File: config.mk
export PLATFORM = sky130hd
export DESIGN_NAME = seven_seg_scan
export DESIGN_NICKNAME = d
export VERILOG_FILES = /design/src/rtl/seven_seg_scan.sv
export SDC_FILE = /design/constraint.sdc
export NUM_CORES = 1
export LEC_CHECK = 0
export CAP_MARGIN = 20
export CORE_AREA = 2 2 98 123
export CTS_CLUSTER_DIAMETER = 100
export DETAILED_ROUTE_END_ITERATION = 12
export DIE_AREA = 0 0 100 125
export GPL_TIMING_DRIVEN = 0
export HOLD_SLACK_MARGIN = 0.15
export PLACE_DENSITY_LB_ADDON = 0.15
export SYNTH_ARGS = -nofsm -noshare
export SYNTH_HDL_FRONTEND = slang
export SYNTH_SLANG_ARGS = --single-unit
File: constraint.sdc
create_clock -name clk_sys -period 2.82 [get_ports clk_sys]
set_input_delay 0.705 -clock clk_sys [delete_from_list [all_inputs] [get_ports clk_sys]]
set_output_delay 0.705 -clock clk_sys [all_outputs]
set_load 0.05 [all_outputs]
File: src/rtl/seven_seg_scan.sv
// Eight-digit multiplexed seven-segment scanner with frame-synchronous data commit.
// Define SEVSEG_BLANKING_EN to blank the anodes for the first 16 cycles of each digit slot.
module seven_seg_scan #(
  parameter int CLK_FREQ = 100,
  parameter int SCAN_US  = 1000
) (
  input  logic        clk_sys,
  input  logic        rst,
  input  logic [31:0] digits,
  input  logic [7:0]  dp_en,
  input  logic [7:0]  digit_en,
  input  logic        load,
  output logic        pending,
  output logic        frame_done,
  output logic [7:0]  AN,
  output logic [7:0]  cathodes
);

  localparam int DWELL = CLK_FREQ * SCAN_US;
  localparam int CW    = $clog2(DWELL);

  if (DWELL < 32) begin : g_dwell_check
    $error("seven_seg_scan: CLK_FREQ*SCAN_US must be at least 32");
  end

  typedef struct packed {
    logic [31:0] digits;
    logic [7:0]  dp_en;
    logic [7:0]  digit_en;
  } frame_t;

  logic [CW-1:0] cnt;
  logic [2:0]    idx;
  logic          slot_end;
  logic          wrap;
  frame_t        load_d;
  frame_t        pend_q;
  frame_t        disp_q;

  logic [3:0]    nib;
  logic [6:0]    seg;
  logic          lit;
  logic          blank;
  logic [7:0]    an_d;
  logic [7:0]    cath_d;

  assign load_d   = {digits, dp_en, digit_en};
  assign slot_end = (cnt == CW'(DWELL - 1));
  assign wrap     = slot_end && (idx == 3'd7);

  // NOTE: every clocked block uses non-blocking assignments so all registers
  // sample the pre-edge values; blocking here would create order-dependent races.
  always_ff @(posedge clk_sys or negedge rst) begin
    if (!rst) begin
      cnt        <= '0;
      idx        <= 3'd0;
      frame_done <= 1'b0;
    end else begin
      frame_done <= wrap;
      if (slot_end) begin
        cnt <= '0;
        idx <= idx + 3'd1;
      end else begin
        cnt <= cnt + 1'b1;
      end
    end
  end

  // NOTE: the pending and display registers are plain flops, not a RAM, so they
  // take the async reset; a display that comes up dark depends on it.
  always_ff @(posedge clk_sys or negedge rst) begin
    if (!rst) begin
      pend_q  <= '0;
      disp_q  <= '0;
      pending <= 1'b0;
    end else if (wrap) begin
      // A load landing on the wrap itself bypasses the pending register.
      if (load)         disp_q <= load_d;
      else if (pending) disp_q <= pend_q;
      pending <= 1'b0;
    end else if (load) begin
      pend_q  <= load_d;
      pending <= 1'b1;
    end
  end

  // NOTE: every signal gets a default before the case so no latch is inferred.
  always_comb begin
    nib = disp_q.digits[{idx, 2'b00} +: 4];
    seg = 7'b1111111;
    case (nib)
      4'h0: seg = 7'b1000000;
      4'h1: seg = 7'b1111001;
      4'h2: seg = 7'b0100100;
      4'h3: seg = 7'b0110000;
      4'h4: seg = 7'b0011001;
      4'h5: seg = 7'b0010010;
      4'h6: seg = 7'b0000010;
      4'h7: seg = 7'b1111000;
      4'h8: seg = 7'b0000000;
      4'h9: seg = 7'b0010000;
      4'hA: seg = 7'b0001000;
      4'hB: seg = 7'b0000011;
      4'hC: seg = 7'b1000110;
      4'hD: seg = 7'b0100001;
      4'hE: seg = 7'b0000110;
      4'hF: seg = 7'b0001110;
      default: seg = 7'b1111111;
    endcase

`ifdef SEVSEG_BLANKING_EN
    blank = (cnt < CW'(16));
`else
    blank = 1'b0;
`endif

    lit    = disp_q.digit_en[idx];
    an_d   = 8'hFF;
    cath_d = 8'hFF;
    if (lit) begin
      cath_d = {~disp_q.dp_en[idx], seg};
      if (!blank) an_d = ~(8'b0000_0001 << idx);
    end
  end

  always_ff @(posedge clk_sys or negedge rst) begin
    if (!rst) begin
      AN       <= 8'hFF;
      cathodes <= 8'hFF;
    end else begin
      AN       <= an_d;
      cathodes <= cath_d;
    end
  end

endmodule
==> flow_metrics.env <==
export IMPL_final_nets=656
export IMPL_rr_endpoint="cathodes[0]"
export IMPL_synth_ff_type="dfrtp_1"
export IMPL_grt_usage_pct=21.7
export IMPL_ff2ff_path_depth=9
export IMPL_final_cells=743
export IMPL_die_x_um=100
export IMPL_cts_buffers=17
export IMPL_antenna_cells=0
export IMPL_io_buffers=67
export IMPL_fin_skew_ns=0.00616
export IMPL_antenna_found_initial=0
export IMPL_worstPathRequired_ns=3.13
export IMPL_drtIter0Drc=222
export IMPL_dp_cells=711
export IMPL_slowest_stage="mux4_2"
export IMPL_clk_pin_slew_worst_paths_ns=0.06
export IMPL_run_status="complete, no violations"
export IMPL_critical_path_class="reg2reg"
export IMPL_postLayoutSetupSlackWorst_ns=0.164
export IMPL_worstMarginPinSlew_ns=0.801
export IMPL_final_cell_mix="118 x dfrtp_1, 72 x nand2_1, 66 x clkdlybuf4s50_1, 56 x mux2i_1, 42 x mux2_2"
export IMPL_first_global_vias=4356
export IMPL_grt_pass1_wl_um=21000
export IMPL_max_stage_delay_ns=0.57
export IMPL_die_area_um2=12500
export IMPL_syn_to_final_growth_pct=24.0
export IMPL_finalCriticalPeriod_ns=2.66
export IMPL_syn_cell_area_um2=6190
export IMPL_num_vias=4082
export IMPL_ff2ff_setup_slack_ns=0.16
export IMPL_power_mw=4.66
export IMPL_wl_per_cell_um=16.5
export IMPL_synth_cells=505
export IMPL_overflow=0
export IMPL_start_util_pct=54.0
export IMPL_synthArstFlopShare_pct=100
export IMPL_cellPowerDensity_nw_per_um2=607
export IMPL_cts_tree="yes"
export IMPL_yosysSeqAreaShare_pct=54.5
export IMPL_finalHoldViolCount=0
export IMPL_drt_wl_total_um=12200
export IMPL_leakagePower_nw=3.37
export IMPL_post_cts_buffers=0
export IMPL_hold_slack_ns=0.179
export IMPL_synth_avg_cell_area_um2=12.3
export IMPL_timing_rr_start="idx[0]"
export IMPL_drive_above_1_share_pct=20.3
export IMPL_drt_first_pass_iters=4
export IMPL_ys_types=42
export IMPL_route_detailed_drc=0
export IMPL_via_per_inst=5.49
export IMPL_hold_buffers=0
export IMPL_gp_congestion=0.810
export IMPL_period_share_pct=94.2
export IMPL_rows=44
export IMPL_synth_edf_count=0
export IMPL_fmax_mhz=377
export IMPL_htreeDepth=4
export IMPL_dp_slack_ns=-0.222
export IMPL_clock_latency_ns=0.41
export IMPL_path_cells="buf_4, buf_6, mux4_2, mux2i_4, inv_1, ha_1, a311o_1, o31ai_1, o21ai_0"
export IMPL_fp_dieH_um=125
export IMPL_post_route_util_pct=67.0
export IMPL_crit_arrival_ns=2.97
export IMPL_final_area_um2=7670
export IMPL_critPathCaptureType="flop"
export IMPL_clock_tree_buffer_depth=2
export IMPL_cts_sinks=134
export IMPL_startpoint_type="flop"
export IMPL_ant_nets=0
export IMPL_io_pins=69
export IMPL_ys_warn_count=0
export IMPL_hp_class="in2async"
export IMPL_path_max_fanout=10
export IMPL_final_common_cell="dfrtp_1"
export IMPL_drv_slew=0
export IMPL_rsz0062_at_grt="false"
export IMPL_relSlewSlack_pct=46.6
export IMPL_setup_tns_ns=0
export IMPL_placed_area_um2=7060
export IMPL_grt_max_degree=102
export IMPL_cts_root_buffer_cell="clkbuf_16"
export IMPL_setup_viol=0
export IMPL_place_hpwl_um=8730
export IMPL_syn_num_nets=569
export IMPL_peakVddDrop_uv=391
export IMPL_drv_cap=0
export IMPL_coreArea_um2=11500
export IMPL_ys_ff_latch=134
-- where the power goes --
group / switching [mW] / total [mW] / internal [mW] / leakage [nW]
clock network: 0.783 / 2.20 / 1.41 / 0.292
logic: 0.184 / 0.388 / 0.205 / 1.42
registers: 0.0480 / 2.08 / 2.03 / 1.66
-- cells in the mapped netlist (2+ instances only) --
library cell	instances	share of area, %
mux2_1	8	1.5
o211ai_1	4	0.49
nor2b_1	3	0.30
mux4_2	10	3.6
o221ai_1	3	0.42
ha_1	13	2.6
nor3_1	6	0.49
and3_1	5	0.51
dfstp_2	16	6.8
nand4_1	3	0.30
dfrtp_1	118	48
a22o_1	2	0.28
xor2_1	5	0.71
buf_4	3	0.36
nand3_1	6	0.49
o21ai_0	12	0.97
o21ai_1	40	3.2
xnor2_1	11	1.6
clkbuf_1	10	0.61
or2_2	2	0.20
inv_1	7	0.42
nand2_1	72	4.4
buf_2	6	0.49
mux2i_1	57	9.2
and2_1	3	0.30
mux2_2	42	7.6
or3_1	2	0.20
nor2_1	14	0.85
a21oi_1	2	0.16
buf_6	8	1.5
-- registers in the layout, indices dropped and copies added (netlist names) --
| name | cells |
|---|---|
| frame_done | 1 |
| cnt | 17 |
| cathodes | 8 |
| AN | 8 |
| disp_q | 48 |
| idx | 3 |
| pending | 1 |
| pend_q | 48 |
-- final cells by class --
type                       instances  area, um^2
fill                             866        3780
sequential                       134        3370
multi-input combinational        336        2620
inverter                           8        30.0
clock inverter                     8        95.1
tap                              138         173
timing repair buffer              68         699
buffer                            27         186
clock buffer                      24         502
-- kinds of logic after synthesis --
group / after synthesis / synth area share (%)
flip-flops: 134 / 54.5
XOR/XNOR: 16 / 2.26
AO/OA/AOI/OAI: 67 / 6.11
multiplexers: 118 / 22.2
AND/OR/NAND/NOR: 122 / 8.90
buffers and inverters: 35 / 3.40
adder cells (fa/ha/maj): 13 / 2.63
-- worst max path at each step --
stage                 from     endpoint  slack (ns)  depth (start not counted)
finish              idx[0]  cathodes[0]        0.16                          9
global route        idx[0]  cathodes[0]       0.007                          9
CTS                 idx[0]  cathodes[0]       0.002                          9
detailed placement  idx[0]  cathodes[0]       -0.22                          9
global placement       rst   pend_q[37]       -3.98                          1
floorplan           idx[0]  cathodes[0]        0.31                          9
-- routing by layer --
layer	routed length [um]	track usage [%]	vias up
met5	0	0	-
met1	5120	27.6	2020
li1	-	-	1956
met2	6430	36.0	85
met4	270	8.70	0
met3	428	5.09	21
-- what timing repair did --
item	in CTS	in global routing
endpoints found under the setup margin	5	4
gates resized for setup	2	3
gates cloned	0	0
-- critical path: cells and delay by family (launching register included) --
family	cells	cell delay [ns]
mux	2	0.84
buf+inv	3	0.57
compound gates	3	0.49
flops	1	0.40
fa+ha+maj	1	0.26
Note: power is estimated with default switching activity, not from simulation.
